File: src/rtl/shift_chain_tx.sv
// shift_chain_tx: write-only driver for a daisy chain of serial-in/parallel-out
// shift registers (e.g. CD4094). A frame is shifted out one phase per tick and
// then latched with a strobe pulse held for STROBE_TICKS tick periods.
// Optional serial readback of the chain tail: define SHIFT_CHAIN_READBACK_EN.
module shift_chain_tx #(
    parameter int WIDTH        = 16,
    parameter bit MSB_FIRST    = 1'b1,
    parameter int STROBE_TICKS = 1
) (
    input  logic             clk,
    input  logic             rst_n,
    input  logic             tick,
    input  logic             wr_valid,
    input  logic [WIDTH-1:0] wr_data,
`ifdef SHIFT_CHAIN_READBACK_EN
    input  logic             sr_q,
    output logic [WIDTH-1:0] rx_data,
`endif
    output logic             ready,
    output logic             busy,
    output logic             done,
    output logic             sr_data,
    output logic             sr_clk,
    output logic             sr_strobe
);

    localparam int CW = $clog2(WIDTH);
    localparam logic [CW-1:0] BIT_LAST = CW'(WIDTH - 1);
    localparam logic [3:0]    STB_LAST = 4'(STROBE_TICKS - 1);

    typedef enum logic [1:0] {S_IDLE, S_LOW, S_HIGH, S_STROBE} state_t;

    state_t           r_state, w_state_nxt;
    logic [CW-1:0]    r_bit, w_bit_nxt;
    logic [3:0]       r_stb, w_stb_nxt;
    logic [WIDTH-1:0] r_shreg, w_shreg_nxt, w_shreg_sh;
    logic             r_data, w_data_nxt;
    logic             r_clk, w_clk_nxt;
    logic             r_strobe, w_strobe_nxt;
    logic             r_done, w_done_nxt;
    logic             r_ready, r_busy;

    // Rotate rather than shift so the outgoing bit stays in the register;
    // the next bit to send always sits at the output end.
    assign w_shreg_sh = MSB_FIRST ? {r_shreg[WIDTH-2:0], r_shreg[WIDTH-1]}
                                  : {r_shreg[0], r_shreg[WIDTH-1:1]};

    // Next-state and next-output logic; data only moves with the falling sr_clk.
    always_comb begin
        w_state_nxt  = r_state;
        w_bit_nxt    = r_bit;
        w_stb_nxt    = r_stb;
        w_shreg_nxt  = r_shreg;
        w_data_nxt   = r_data;
        w_clk_nxt    = r_clk;
        w_strobe_nxt = r_strobe;
        w_done_nxt   = 1'b0;
        case (r_state)
            S_IDLE: begin
                if (wr_valid) begin
                    w_shreg_nxt = wr_data;
                    w_bit_nxt   = '0;
                    w_data_nxt  = MSB_FIRST ? wr_data[WIDTH-1] : wr_data[0];
                    w_clk_nxt   = 1'b0;
                    w_state_nxt = S_LOW;
                end
            end
            S_LOW: begin
                if (tick) begin
                    w_clk_nxt   = 1'b1;
                    w_state_nxt = S_HIGH;
                end
            end
            S_HIGH: begin
                if (tick) begin
                    w_clk_nxt = 1'b0;
                    if (r_bit == BIT_LAST) begin
                        w_strobe_nxt = 1'b1;
                        w_stb_nxt    = '0;
                        w_state_nxt  = S_STROBE;
                    end else begin
                        w_bit_nxt   = r_bit + 1'b1;
                        w_shreg_nxt = w_shreg_sh;
                        w_data_nxt  = MSB_FIRST ? w_shreg_sh[WIDTH-1] : w_shreg_sh[0];
                        w_state_nxt = S_LOW;
                    end
                end
            end
            S_STROBE: begin
                if (tick) begin
                    if (r_stb == STB_LAST) begin
                        w_strobe_nxt = 1'b0;
                        w_done_nxt   = 1'b1;
                        w_state_nxt  = S_IDLE;
                    end else begin
                        w_stb_nxt = r_stb + 1'b1;
                    end
                end
            end
            default: w_state_nxt = S_IDLE;
        endcase
    end

    // State and registered outputs; reset aborts a frame without strobing.
    always_ff @(posedge clk or negedge rst_n) begin
        if (!rst_n) begin
            r_state  <= S_IDLE;
            r_bit    <= '0;
            r_stb    <= '0;
            r_shreg  <= '0;
            r_data   <= 1'b0;
            r_clk    <= 1'b0;
            r_strobe <= 1'b0;
            r_done   <= 1'b0;
            r_ready  <= 1'b1;
            r_busy   <= 1'b0;
        end else begin
            r_state  <= w_state_nxt;
            r_bit    <= w_bit_nxt;
            r_stb    <= w_stb_nxt;
            r_shreg  <= w_shreg_nxt;
            r_data   <= w_data_nxt;
            r_clk    <= w_clk_nxt;
            r_strobe <= w_strobe_nxt;
            r_done   <= w_done_nxt;
            r_ready  <= (w_state_nxt == S_IDLE);
            r_busy   <= (w_state_nxt != S_IDLE);
        end
    end

    assign ready     = r_ready;
    assign busy      = r_busy;
    assign done      = r_done;
    assign sr_data   = r_data;
    assign sr_clk    = r_clk;
    assign sr_strobe = r_strobe;

`ifdef SHIFT_CHAIN_READBACK_EN
    logic             w_sample;
    logic [WIDTH-1:0] r_rx_sh, r_rx;

    // The chain tail is sampled on the tick that drops sr_clk.
    assign w_sample = (r_state == S_HIGH) && tick;

    // Sample k lands where transmit bit k came from; publish on done.
    always_ff @(posedge clk or negedge rst_n) begin
        if (!rst_n) begin
            r_rx_sh <= '0;
            r_rx    <= '0;
        end else begin
            if (w_sample)
                r_rx_sh <= MSB_FIRST ? {r_rx_sh[WIDTH-2:0], sr_q}
                                     : {sr_q, r_rx_sh[WIDTH-1:1]};
            if (w_done_nxt)
                r_rx <= r_rx_sh;
        end
    end

    assign rx_data = r_rx;
`endif

endmodule

File: config.mk
export PLATFORM = sky130hd
export DESIGN_NAME = shift_chain_tx
export DESIGN_NICKNAME = d
export VERILOG_FILES = /design/src/rtl/shift_chain_tx.sv
export SDC_FILE = /design/constraint.sdc
export NUM_CORES = 1
export LEC_CHECK = 0
export CORE_MARGIN = 5
export CORE_UTILIZATION = 57
export CTS_CLUSTER_SIZE = 28
export DETAILED_ROUTE_END_ITERATION = 12
export GPL_ROUTABILITY_DRIVEN = 0
export PLACE_DENSITY = 0.84
export SETUP_SLACK_MARGIN = 0.5
export SYNTH_ARGS = -nofsm -noshare
export SYNTH_HDL_FRONTEND = slang
export SYNTH_SLANG_ARGS = --single-unit
File: constraint.sdc
create_clock -name clk -period 3.5 [get_ports clk]
set_input_delay 0.7 -clock clk [delete_from_list [all_inputs] [get_ports clk]]
set_output_delay 0.7 -clock clk [all_outputs]
set_load 0.1 [all_outputs]
==> results.json <==
{
  "grt_setup_unrepaired": "no",
  "yosysSeqAreaShare": 0.467,
  "synth_ff_type": "dfrtp_1",
  "place_hpwl_um": 2190,
  "power.share.clock": 0.128,
  "synth_area_leader_cell": "dfrtp_1",
  "muxShareOfSynthArea": 0.249,
  "vias": 1133,
  "min_from": "r_shreg[11]",
  "synth_top_family_by_area": "multiplexers",
  "cp-end-kind": "primary output",
  "avgSynthCellArea_um2": 11.8,
  "synth-seq-cells": 31,
  "drtAntennaViolNets": 0,
  "worstPathMaxFanout": 3,
  "drc_errors": 0,
  "first_iter_violations": 62,
  "syn_nets": 164,
  "yosys.area_share.simple": 0.123,
  "io_pins": 26,
  "worst_pin_slew_ns": 1.12,
  "wirelength_um": 3060,
  "grt_first_pass_wirelength_um": 5350,
  "die_y_um": 64.0,
  "fp.dieW_um": 64.0,
  "antenna_found_initial": 0,
  "clk_latency_ns": 0.33,
  "post_cts_buffers": 0,
  "placed_area_um2": 1910,
  "synthCells": 141,
  "outcome": "finished clean",
  "ys_warn_count": 0,
  "cts_made_buffers": 5,
  "synth_area_leaders": "dfrtp_1 (45%), mux2_2 (16%), mux2_4 (8.1%), o21ai_0 (3.3%), ha_1 (2.3%)",
  "power.density_nw_per_um2": 927,
  "critical_path_required_ns": 2.80,
  "fillers": 200,
  "synth-adder-area-share": 0.0226,
  "cts-root-buf": "clkbuf_4",
  "num-nets-final": 189,
  "min_period_ns": 2.55,
  "leakage_nw": 0.849,
  "multiInputGateArea_um2": 807,
  "max_cap_viol_count": 0,
  "grtUsageTotal": 0.167,
  "cts_buffer_depth": 2,
  "post_cts_resized": 0,
  "design_area_um2": 1980,
  "ys_async_sr_fraction": 1.00,
  "p_int_w": 0.00106,
  "netSwitchingFraction": 0.421,
  "gr-total-overflow": 0,
  "diodes": 0,
  "drt_pre_antenna_iters": 4,
  "seqPwrFrac": 0.384,
  "slowest_delay_ns": 1.14,
  "cts_tree": "done",
  "rows": 19,
  "grt_start_max_net_pins": 34,
  "first_global_vias": 1177,
  "hold_buffers": 0,
  "htree_levels": 2,
  "synth_top_area_share": 0.451,
  "core_um2": 2780,
  "path_clk_slew_ns": 0.09,
  "max_freq_mhz": 393,
  "via_per_inst": 5.72,
  "worstSetupStartpoint": "r_shreg[15]",
  "cpMaxStageDelayCell": "clkdlybuf4s50_1",
  "ir_drop_uv": 883,
  "period_share": 0.728,
  "crit-reg2reg-launch": "r_state[1]",
  "hold_class": "register to register",
  "crit_family": "buffers and inverters",
  "cp-start-kind": "register",
  "stdcell_count": 198,
  "fin_skew_ns": 0.00685,
  "synth_xor_area_frac": 0,
  "synth-edff-count": 0,
  "crit_arrival_ns": 1.85,
  "switching_power_w": 0.000772,
  "clock_sinks": 31,
  "wl_per_cell_um": 15.4,
  "dp.cells": 190,
  "maxSlewHeadroom": 0.256,
  "synth_compound_area_frac": 0.0910,
  "combPwrFrac": 0.487,
  "register_area_um2": 777,
  "synth_area_um2": 1660,
  "yosysUniqueCellTypes": 38,
  "setup_viol": 0,
  "drv_slew": 0,
  "worstPathCellList": "clkdlybuf4s50_1",
  "port_buffers": 25,
  "path_class": "register to primary output",
  "drive_above_1_share": 0.281,
  "cp.buffers_inverters": 1,
  "hold_viol": 0,
  "initial_core_util": 0.598,
  "setup_tns_ns": 0,
  "die_area_um2": 4100,
  "syn2layout_area_growth_pct": 18.9
}
==> placed cells by master, fill, tap and decap left out, types with 2 or more instances in the layout <==
cell              n
nor3b_1           2
mux2i_1           2
nand2_1           7
mux2_4            9
inv_1             8
nor2_1            3
o21ai_0          11
ha_1              3
clkdlybuf4s50_1  24
nor3_1            2
nand3_1           7
mux2_2           23
dfrtp_1          30
nor2b_1           3
clkbuf_4          5
and3_1            2
clkbuf_8          2
buf_4             2
a21o_1            2
==> synthesized netlist by cell type (all sizes together), types with 2 or more instances <==
library cell	instances
a21o	2
a31oi	2
and3	2
buf	6
clkbuf	2
dfrtp	30
ha	3
inv	8
mux2	32
mux2i	2
nand2	7
nand3	8
nor2	4
nor2b	4
nor3	2
nor3b	2
o21ai	11
==> flip-flops by register name (all words and copies together) (netlist names) <==
signal and cells:
r_shreg 16, r_bit 4, r_stb 4, r_state 2, busy 1, done 1, ready 1, sr_clk 1
sr_strobe 1
==> logic make-up after synthesis <==
| family | after synthesis |
|---|---|
| adder cells (fa/ha/maj) | 3 |
| buffers and inverters | 16 |
| multiplexers | 34 |
| AO/OA/AOI/OAI | 22 |
| flip-flops | 31 |
| AND/OR/NAND/NOR | 35 |
==> power by group through the flow <==
stage | clock network (W) | logic (W) | registers [W]
floorplan | 0 | 0.000581 | 0.000841
global placement | 0 | 0.000859 | 0.000697
detailed placement | 0 | 0.000894 | 0.000715
CTS | 0.000242 | 0.000900 | 0.000708
global route | 0.000264 | 0.000958 | 0.000740
finish | 0.000235 | 0.000893 | 0.000704
==> per-stage QoR <==
stage	utilization	hold slack, ns	total power [W]	setup WS, ns
3_5_place_dp	0.686	0.493	0.00161	0.874
2_1_floorplan	-	0.404	0.00142	1.72
3_3_place_gp	0.686	0.485	0.00156	0.940
4_1_cts	0.711	0.515	0.00185	0.937
6_report	0.711	0.510	0.00183	0.953
5_1_grt	0.711	0.533	0.00196	0.883
==> path summary, 6_finish.rpt <==
kind | end | slack, ns | depth (start not counted)
min in group asynchronous | r_state[1] | 0.76 | 2
worst min-delay path | r_shreg[11] | 0.51 | 1
worst max-delay path | sr_data | 0.95 | 1
max in group asynchronous | ready | 2.42 | 2
worst min register to register | r_shreg[11] | 0.51 | 1
worst max register to register | r_shreg[1] | 1.11 | 3
==> metal layers <==
metal / global-route usage / wire [um]
met4: 0.0649 / 61
met5: 0 / 0
met2: 0.281 / 1520
met1: 0.187 / 1260
met3: 0.0683 / 218
==> layout make-up <==
cell class                      instances  area share
Multi-Input combinational cell         94       0.408
Sequential cell                        31       0.393
Timing Repair Buffer                   26       0.129
Clock buffer                            8      0.0348
Tap cell                               31      0.0196
Inverter                                8      0.0152
Power figures use the tool's default switching activity.
